`config.mk`:
```
export PLATFORM = sky130hd
export DESIGN_NAME = uart_tx_fifo
export DESIGN_NICKNAME = d
export VERILOG_FILES = /design/src/rtl/uart_tx_fifo.sv
export SDC_FILE = /design/constraint.sdc
export NUM_CORES = 1
export LEC_CHECK = 0
export BUFFER_PORTS_ARGS = -buffer_cell sky130_fd_sc_hd__clkbuf_2
export CAP_MARGIN = 20
export CORE_ASPECT_RATIO = 0.75
export CORE_UTILIZATION = 45
export CTS_BUF_LIST = sky130_fd_sc_hd__clkbuf_8
export CTS_CLUSTER_DIAMETER = 200
export DETAILED_ROUTE_END_ITERATION = 7
export PLACE_DENSITY_LB_ADDON = 0.2
export SETUP_SLACK_MARGIN = 0.4
export SYNTH_ARGS = -nofsm -noshare
export SYNTH_HDL_FRONTEND = slang
export SYNTH_SLANG_ARGS = --single-unit
```
`constraint.sdc`:
```
create_clock -name i_clk -period 2.45 [get_ports i_clk]
set_clock_uncertainty 0.1 [all_clocks]
set_input_delay 0.3675 -clock i_clk [delete_from_list [all_inputs] [get_ports i_clk]]
set_output_delay 0.3675 -clock i_clk [all_outputs]
set_load 0.005 [all_outputs]
```
`src/rtl/uart_tx_fifo.sv`:
```
// 8N1 UART transmitter fed by a small circular byte FIFO over a valid/ready port.
// Bytes leave LSB first on a registered serial line, CLKS_PER_BIT clocks per bit.
module uart_tx_fifo #(
  parameter int unsigned CLKS_PER_BIT = 139,
  parameter int unsigned FIFO_AW      = 2
) (
  input  logic       i_clk,
  input  logic       i_rst_n,
  input  logic [7:0] i_data,
  input  logic       i_valid,
  output logic       o_ready,
  output logic       o_tx,
  output logic       o_busy
);

  localparam int unsigned DEPTH = 1 << FIFO_AW;
  localparam int unsigned PW    = FIFO_AW + 1;
  localparam int unsigned CW    = (CLKS_PER_BIT > 1) ? $clog2(CLKS_PER_BIT) : 1;

  localparam logic [CW-1:0] CNT_MAX = CW'(CLKS_PER_BIT - 1);
  localparam logic [CW-1:0] CNT_ONE = CW'(1);
  localparam logic [PW-1:0] PTR_ONE = PW'(1);

  localparam logic [1:0] IDLE  = 2'd0;
  localparam logic [1:0] START = 2'd1;
  localparam logic [1:0] DATA  = 2'd2;
  localparam logic [1:0] STOP  = 2'd3;

  // FIFO storage and pointers (address bits plus one wrap bit)
  logic [7:0]    mem_q [DEPTH];
  logic [PW-1:0] wr_ptr_q, rd_ptr_q;
  logic          full, empty, push, pop;
  logic [7:0]    head;

  assign full  = (wr_ptr_q[FIFO_AW-1:0] == rd_ptr_q[FIFO_AW-1:0]) &&
                 (wr_ptr_q[FIFO_AW] != rd_ptr_q[FIFO_AW]);
  assign empty = (wr_ptr_q == rd_ptr_q);
  assign push  = i_valid & ~full;
  assign head  = mem_q[rd_ptr_q[FIFO_AW-1:0]];

  always_ff @(posedge i_clk) begin
    if (push) begin
      mem_q[wr_ptr_q[FIFO_AW-1:0]] <= i_data;
    end
  end

  always_ff @(posedge i_clk or negedge i_rst_n) begin
    if (!i_rst_n) begin
      wr_ptr_q <= '0;
      rd_ptr_q <= '0;
    end else begin
      if (push) wr_ptr_q <= wr_ptr_q + PTR_ONE;
      if (pop)  rd_ptr_q <= rd_ptr_q + PTR_ONE;
    end
  end

  // Transmit FSM
  logic [1:0]    state_q, state_d;
  logic [CW-1:0] cnt_q, cnt_d;
  logic [2:0]    bit_q, bit_d;
  logic [7:0]    shift_q, shift_d;
  logic          tx_q, tx_d;

  // tx_d tracks the line level of the next state so o_tx stays registered.
  always_comb begin
    state_d = state_q;
    cnt_d   = cnt_q;
    bit_d   = bit_q;
    shift_d = shift_q;
    tx_d    = tx_q;
    pop     = 1'b0;
    case (state_q)
      IDLE: begin
        tx_d = 1'b1;
        if (!empty) begin
          pop     = 1'b1;
          shift_d = head;
          cnt_d   = '0;
          state_d = START;
          tx_d    = 1'b0;
        end
      end
      START: begin
        if (cnt_q == CNT_MAX) begin
          cnt_d   = '0;
          bit_d   = 3'd0;
          state_d = DATA;
          tx_d    = shift_q[0];
        end else begin
          cnt_d = cnt_q + CNT_ONE;
        end
      end
      DATA: begin
        if (cnt_q == CNT_MAX) begin
          cnt_d = '0;
          if (bit_q == 3'd7) begin
            state_d = STOP;
            tx_d    = 1'b1;
          end else begin
            bit_d   = bit_q + 3'd1;
            shift_d = shift_q >> 1;
            tx_d    = shift_q[1];
          end
        end else begin
          cnt_d = cnt_q + CNT_ONE;
        end
      end
      STOP: begin
        if (cnt_q == CNT_MAX) begin
          cnt_d = '0;
          if (!empty) begin
            pop     = 1'b1;
            shift_d = head;
            state_d = START;
            tx_d    = 1'b0;
          end else begin
            state_d = IDLE;
            tx_d    = 1'b1;
          end
        end else begin
          cnt_d = cnt_q + CNT_ONE;
        end
      end
      default: begin
        state_d = IDLE;
        tx_d    = 1'b1;
      end
    endcase
  end

  always_ff @(posedge i_clk or negedge i_rst_n) begin
    if (!i_rst_n) begin
      state_q <= IDLE;
      cnt_q   <= '0;
      bit_q   <= 3'd0;
      shift_q <= 8'h00;
      tx_q    <= 1'b1;
    end else begin
      state_q <= state_d;
      cnt_q   <= cnt_d;
      bit_q   <= bit_d;
      shift_q <= shift_d;
      tx_q    <= tx_d;
    end
  end

  assign o_ready = ~full;
  assign o_tx    = tx_q;
  assign o_busy  = (state_q != IDLE) | ~empty;

endmodule
```
==> metrics, run 1 <==
status=finished, final reports clean; drt initial violations=76; vias in the first global route=about 1700; largest family of logic cells by synthesized area=multiplexers; width of the die=95.2 um; Seq/Total Area, Yosys=0.568; Routed WL per cell=roughly 17 um; max incr delay on CP=slightly below 0.4 ns; Total GRT Usage=0.186; Setup crit end kind=primary output; Cell Rows=25; total grt overflow=0; CTS sink count=60; XOR/XNOR Fraction of Synth Area=0.0427; synth warn=0; synth-to-layout area growth=14.8%; peak supply drop=0.523 mV; unrepaired setup endpoints after global routing=true; number of max-cap violations=0; fin crit period=2.04 ns; Critical Path AT=~1.6 ns; CP startpoint kind=flip-flop; number of synthesized register bits=60; Buffers on Ports=13; die height=71.9 um; antenna violations before repair=0; period utilisation layout=0.831; aggregate negative setup slack=0 ns; routed vias/inst=5.39; DRC viols=0; Worst-Margin Slew=0.708 ns; core area=6290 um^2; vias=1667; first-pass GRT wire length=roughly 9.0 mm; Clk Latency, worst-skew pair=0.35 ns; fin. max-slew vios=0; power per cell area=1340 nW/um^2; R2R setup slack=0.46 ns; I/O Pins=14; H-tree depth=3; Mapped Cells=195; CP cell instances=buf_4 -> xnor2_4 -> and4_4 -> inv_2 -> clkbuf_2; Setup CP Type=reg -> out; final count of hold timing violations=0; CP Data Required Time=1.98 ns; Longest Clk Path Bufs=2; # diodes=0; CP Max Fanout=7; total power=0.00452 W; clock root buffer=clkbuf_8; antenna viol nets, final=0; simple-gate area share of the yosys netlist=0.0769; HPWL after DPL=3.79 mm; clock-pin slew on the worst setup and hold paths=0.08 ns; adder-cell area share of the yosys netlist=0.0641; TritonCTS clock tree=built; Slowest cell on crit path=dfrtp_1; complex-gate fraction of the synthesized area=0.0718; die area=6840 um^2; number of CTS-inserted buffers=9; initial core utilization=0.466; largest net degree at the start of global routing=29; drt pass-1 iters=4; Mapped Nets=221; Mapped Area=2930 um^2; nets@finish=249; final setup vio count=0; layout cells sized above 1=0.368; Avg Cell Area, Syn=15.0 um^2; FMAX=491 MHz; Placer Congestion=0.852; leakage=1.33 nW; Worst slew margin=0.528; Yosys cell types=45; proportion of synthesized area in mux cells=0.150; wirelength, routed=5.32 mm; Min Hold Slack=0.134 ns; Hold Crit Class=in -> reg
synthesized netlist by cell type, drive strengths merged:
cell | number | share of area
inv | 9 | 0.012
nor3b | 1 | 0.0026
nand2 | 8 | 0.010
a211oi | 2 | 0.0051
xor2 | 4 | 0.012
nor2 | 7 | 0.0090
dfrtp | 27 | 0.23
and2 | 4 | 0.0085
and4 | 1 | 0.0030
a31oi | 5 | 0.013
o31ai | 4 | 0.010
ha | 15 | 0.064
mux2 | 19 | 0.083
or3b | 1 | 0.0038
nand4bb | 1 | 0.0038
xnor2 | 6 | 0.031
a22o | 5 | 0.015
nor2b | 2 | 0.0051
o22ai | 1 | 0.0043
or3 | 1 | 0.0021
a21o | 1 | 0.0026
mux4 | 8 | 0.063
nand2b | 1 | 0.0021
mux2i | 1 | 0.0034
dfstp | 1 | 0.0090
o211a | 1 | 0.0034
buf | 5 | 0.016
and4bb | 1 | 0.0043
a21oi | 3 | 0.0051
edfxtp | 32 | 0.33
nor4 | 1 | 0.0043
o21ai | 6 | 0.010
a2bb2oi | 1 | 0.0030
nand3b | 1 | 0.0026
nand3 | 5 | 0.0085
nor3 | 4 | 0.0068
routing by layer:
layer | up-vias | wire length, um | GRT usage
met5 | - | 0 | 0
met4 | 0 | 62 | 0.0556
met3 | 8 | 237 | 0.0839
met2 | 32 | 2520 | 0.271
met1 | 833 | 2500 | 0.249
li1 | 794 | - | -
worst paths after layout:
check                                   startpoint                       to  depth (start not counted)
min reg2reg                 shift_q[7]$_DFFE_PN0P_   shift_q[7]$_DFFE_PN0P_                          1
max                        rd_ptr_q[0]$_DFFE_PN0P_                   o_busy                          5
min in group asynchronous                  i_rst_n     bit_q[0]$_DFFE_PN0P_                          2
max reg2reg                   cnt_q[0]$_DFFE_PN0P_   shift_q[2]$_DFFE_PN0P_                          6
max in group asynchronous                  i_rst_n  rd_ptr_q[1]$_DFFE_PN0P_                          2
min                                      i_data[7]    mem_q[3][7]$_DFFE_PP_                          1
layout by cell type, fill, tap and decap left out, drive strengths merged, types with 2 or more instances in the layout:
cell type and instances:
clkinvlp 3, nor2 7, nand3 5, o21ai 6, mux4 8, nor3 4
a22o 5, inv 11, a211oi 2, mux2 19, edfxtp 32, a21oi 3
nor2b 2, a31oi 5, and2 4, nand2 8, clkbuf 22, xnor2 6
ha 15, dfrtp 27, xor2 4, o31ai 4, buf 8
through the flow:
stage	area (um^2)	cells	util	setup slack, ns
2_1_floorplan	2930	195	-	0.673
3_3_place_gp	3080	288	0.490	0.391
3_5_place_dp	3080	288	0.490	0.257
4_1_cts	3310	305	0.526	0.303
5_1_grt	3360	309	0.535	0.332
6_report	3360	309	0.535	0.413
flip-flops by register name, indices dropped and copies added (netlist names):
name and cells:
wr_ptr_q 3, rd_ptr_q 3, shift_q 8, state_q 2
o_tx 1, bit_q 3, cnt_q 8, mem_q 32
power by group:
group	internal (W)	switching [W]
clock network	0.000473	0.000417
registers	0.00140	0.000229
logic	0.00107	0.000932
worst max-delay path, delay by kind of cell, from the launching register on:
kind,cells,cell delay (ns)
flops,1,0.39
buf+inv,3,0.33
xor+xnor,1,0.22
simple gates,1,0.28
kinds of logic (layout without fill, tap and decap cells):
family,count (synthesis),after routing
and+or+nand+nor,39,39
buffers and inverters,14,47
DFF,60,60
xor gates and xnor gates,10,10
muxes,28,28
adders and majority gates,15,15
AOI/OAI and AO/OA,29,29
final cells by class:
class	count	area (um^2)
Clock buffer	9	124
Clock inverter	7	75.1
Fill cell	521	2920
Inverter	9	33.8
Multi-Input combinational cell	121	1230
Sequential cell	60	1660
Tap cell	81	101
Timing Repair Buffer	22	135
timing repair:
action                                  in CTS  in global routing
hold endpoints to repair                    27                  0
gates resized for setup                      6                 10
buffers inserted                             0                  4
endpoints found under the setup margin      10                 38
pin swaps                                    0                  2
hold buffers                                 1                  0
(Power assumes the default switching activity.)
==> inputs of run 2 (changes only) <==
--- a/config.mk
+++ b/config.mk
@@ -5,6 +5,7 @@
 export SDC_FILE = /design/constraint.sdc
 export NUM_CORES = 1
 export LEC_CHECK = 0
+export ABC_AREA = 1
 export BUFFER_PORTS_ARGS = -buffer_cell sky130_fd_sc_hd__clkbuf_2
 export CAP_MARGIN = 20
 export CORE_ASPECT_RATIO = 0.75
==> constraint.sdc (replaced) <==
create_clock -name i_clk -period 1.7 [get_ports i_clk]
set_clock_uncertainty 0.1 [all_clocks]
set_input_delay 0.255 -clock i_clk [delete_from_list [all_inputs] [get_ports i_clk]]
set_output_delay 0.255 -clock i_clk [all_outputs]
set_load 0.005 [all_outputs]
==> metrics, run 2 <==
Total GRT Usage=0.205 (was 0.186); FILL cells=509 (was 521); final worst setup slack=0.0328 ns (was 0.413 ns); Hold Crit Class=in -> reg (unchanged); CP bufs+invs=3 (unchanged); fin. max-slew vios=0 (unchanged); biggest area consumer among synthesized cells=edfxtp_1 (unchanged); R2R setup slack=0.05 ns (was 0.46 ns); Core Util, Final=0.644 (was 0.535); status=finished, final reports clean (unchanged); most frequent cell on the critical path=buf_6; synth cell count leaders=nand2_1 (104), nand3_1 (40), edfxtp_1 (32), dfrtp_1 (27), inv_1 (25) (was edfxtp_1 (32), dfrtp_1 (27), ha_1 (15), mux2_2 (10)); Stages on worst setup path=6 (was 5); reg-to-reg startpoint=state_q[1]$_DFFE_PN0P_ (was cnt_q[0]$_DFFE_PN0P_); adder-cell area share of the yosys netlist=0.0599 (was 0.0641); max incr delay on CP=0.42 ns (was 0.39 ns); largest family of logic cells by synthesized area=simple AND/OR/NAND/NOR gates (was multiplexers); fin crit period=approximately 1.7 ns; final count of hold timing violations=0 (unchanged); CP cell instances=inv_2 -> nand2_2 -> nand2_4 -> buf_6 -> nand4_4 -> buf_6 (was buf_4 -> xnor2_4 -> and4_4 -> inv_2 -> clkbuf_2); synth warn=0 (unchanged); number of CTS-inserted buffers=9 (unchanged); Yosys cell types=37 (was 45); CTS sink count=60 (unchanged); nets@finish=411 (was 249); Setup CP Type=reg -> out (unchanged); vias=2394 (was 1667); Setup crit end kind=primary output (unchanged); Mapped Area=3130 um^2 (was 2930 um^2); synth-to-layout area growth=33.7% (was 14.8%); CP delay by family, top=flip-flops (unchanged); final setup vio count=0 (unchanged); wirelength, routed=7.18 mm (was 5.32 mm); peak supply drop=0.818 mV (was 0.523 mV); Critical Path AT=1.31 ns (was 1.57 ns); leakage=1.85 nW (was 1.33 nW); Synth area leaders=edfxtp_1 (31%), dfrtp_1 (22%), nand2_1 (12%) (was edfxtp_1 (33%), dfrtp_1 (23%), ha_1 (6.4%)); number of synthesized register bits=60 (unchanged); total power=0.00433 W (was 0.00452 W); Slowest cell on crit path=dfrtp_1 (unchanged); crit path capture=o_busy (unchanged); top cell type's share of synthesized area=0.307 (was 0.328); complex-gate fraction of the synthesized area=0.0455 (was 0.0718); DRC viols=0 (unchanged); HPWL after DPL=4.41 mm (was 3.79 mm); CP Data Required Time=1.34 ns (was 1.98 ns); H-tree depth=3 (unchanged); drt pass-1 iters=4 (unchanged); die area=7310 um^2 (was 6840 um^2); Clk Latency, worst-skew pair=0.34 ns (was 0.35 ns); XOR/XNOR Fraction of Synth Area=0.0168 (was 0.0427); Worst slew margin=0.746 (was 0.528); Longest Clk Path Bufs=2 (unchanged); Seq/Total Area, Yosys=0.531 (was 0.568); die height=74.3 um (was 71.9 um); Mapped Cells=325 (was 195); EDFF count, synth=32 (unchanged); first-pass GRT wire length=11.2 mm (was 9.01 mm); Min Hold Slack=0.0302 ns (was 0.134 ns); layout cells sized above 1=0.408 (was 0.368); TritonCTS clock tree=built (unchanged); clock-pin slew on the worst setup and hold paths=0.07 ns (was 0.08 ns); vias in the first global route=2302 (was 1735); core area=6510 um^2 (was 6290 um^2); commonest non-fill, non-tap cell in the layout=nand2_1 (was edfxtp_1); power per cell area=1030 nW/um^2 (was 1340 nW/um^2); most frequent cells in the layout=nand2_1 (87), edfxtp_1 (32), nand3_1 (28), buf_4 (26), dfrtp_1 (23) (was edfxtp_1 (32), dfrtp_1 (26), ha_1 (13), clkbuf_2 (13), mux2_2 (10)); Placer Congestion=0.807 (was 0.852); routed vias/inst=5.08 (was 5.39); FF-to-FF path depth=7 (was 6); Buffers on Ports=13 (unchanged); I/O Pins=14 (unchanged); simple-gate area share of the yosys netlist=0.290 (was 0.0769); top-count cell post-synth=nand2_1 (was edfxtp_1); total grt overflow=0 (unchanged); width of the die=98.4 um (was 95.2 um); Avg Cell Area, Syn=9.64 um^2 (was 15.0 um^2); number of max-cap violations=0 (unchanged); max reg flops=32 (unchanged); antenna viol nets, final=0 (unchanged); FMAX=600 MHz; Routed WL per cell=15.2 um (was 17.2 um); design area=4190 um^2 (was 3360 um^2); FF-to-FF End=state_q[1]$_DFFE_PN0P_ (was shift_q[2]$_DFFE_PN0P_); CP startpoint=wr_ptr_q[1]$_DFFE_PN0P_ (was rd_ptr_q[0]$_DFFE_PN0P_); Async S/R FF share, synth=0.467 (unchanged); # diodes=0 (unchanged); antenna violations before repair=0 (unchanged); Mapped Nets=351 (was 221); clock root buffer=clkbuf_8 (unchanged); drt initial violations=81 (was 76); Worst-Margin Slew=0.381 ns (was 0.708 ns); DP Worst Slack=0.0125 ns (was 0.257 ns); largest net degree at the start of global routing=29 (unchanged); CP startpoint kind=flip-flop (unchanged); proportion of synthesized area in mux cells=0 (was 0.150); period utilisation layout=0.981; Cell Rows=25 (unchanged); DP Area=3400 um^2 (was 3080 um^2); top_reg_cell synth=edfxtp_1 (unchanged); initial core utilization=0.482 (was 0.466); CP Max Fanout=3 (was 7); unrepaired setup endpoints after global routing=true (unchanged)
## run 2: cell count changes after synthesis, moves of 4 or more
cell,delta
o22ai_1,+5
nand2_2,+8
a22o_1,-5
nand2_1,+96
mux4_2,-7
mux2_4,-8
o21ai_1,+6
inv_2,+5
nand3_1,+35
o31ai_1,-4
and2_1,-4
mux2_2,-10
a31oi_1,-4
inv_1,+17
## run 2: cells by family (layout without fill, tap and decap cells)
family	Yosys count	in the layout
fa+ha+maj	15	15
xor+xnor	6	6
flops	60	60
buf+inv	39	103
simple gates	183	184
compound gates	22	22
## run 2: how the worst min path moves through the flow
stage	startpoint	to	slack, ns	cells after the start
6_report	i_data[6]	mem_q[2][6]$_DFFE_PP_	0.03	1
5_1_grt	i_data[6]	mem_q[1][6]$_DFFE_PP_	0.03	1
4_1_cts	i_data[6]	mem_q[1][6]$_DFFE_PP_	0.02	1
3_5_place_dp	i_rst_n	shift_q[3]$_DFFE_PN0P_	0.19	2
3_3_place_gp	i_rst_n	shift_q[3]$_DFFE_PN0P_	0.19	2
2_1_floorplan	i_rst_n	bit_q[0]$_DFFE_PN0P_	-0.14	0
## run 2: metrics by stage
stage,instances,setup TNS (ns)
4_1_cts,464,0
6_report,471,0
3_5_place_dp,424,0
2_1_floorplan,325,0
5_1_grt,471,-0.0277
3_3_place_gp,424,0
## run 2: layout make-up
type / instances / area [um^2] / area share
inverter: 32 / 138 / 0.0328
timing repair buffer: 55 / 495 / 0.118
tap: 81 / 101 / 0.0242
clock buffer: 10 / 138 / 0.0328
clock inverter: 6 / 55.1 / 0.0131
multi-input combinational: 227 / 1600 / 0.381
sequential: 60 / 1670 / 0.398
## run 2: metal layers
layer  vias up  track usage  wire, um
met2        34        0.337      3360
met5         -            0         0
li1       1194            -         -
met4         0       0.0697       126
met3        13       0.0479       224
met1      1153        0.273      3470
## run 2: report_power, final
part           switching, W  total (W)  internal, W
Sequential        0.0000677    0.00180      0.00174
Combinational      0.000696    0.00126     0.000563
Clock              0.000568    0.00127     0.000701
Total               0.00133    0.00433      0.00300
## run 2: timing repair
| item | in CTS | in global routing |
|---|---|---|
| resized for setup | 30 | 51 |
| hold endpoints to repair | 27 | 0 |
| pin swaps | 22 | 20 |
| cloned | 1 | 0 |
| setup endpoints to repair | 63 | 63 |
| setup buffers | 22 | 7 |
| hold buffers | 1 | 0 |
## run 2: worst register-to-register path: stages (launching register included)
cell and delay, ns:
dfrtp_2 0.44, buf_6 0.13, ha_4 0.18, or2_4 0.26, o21ai_4 0.20, nand3_2 0.11
nand2_1 0.07, nand2_1 0.05
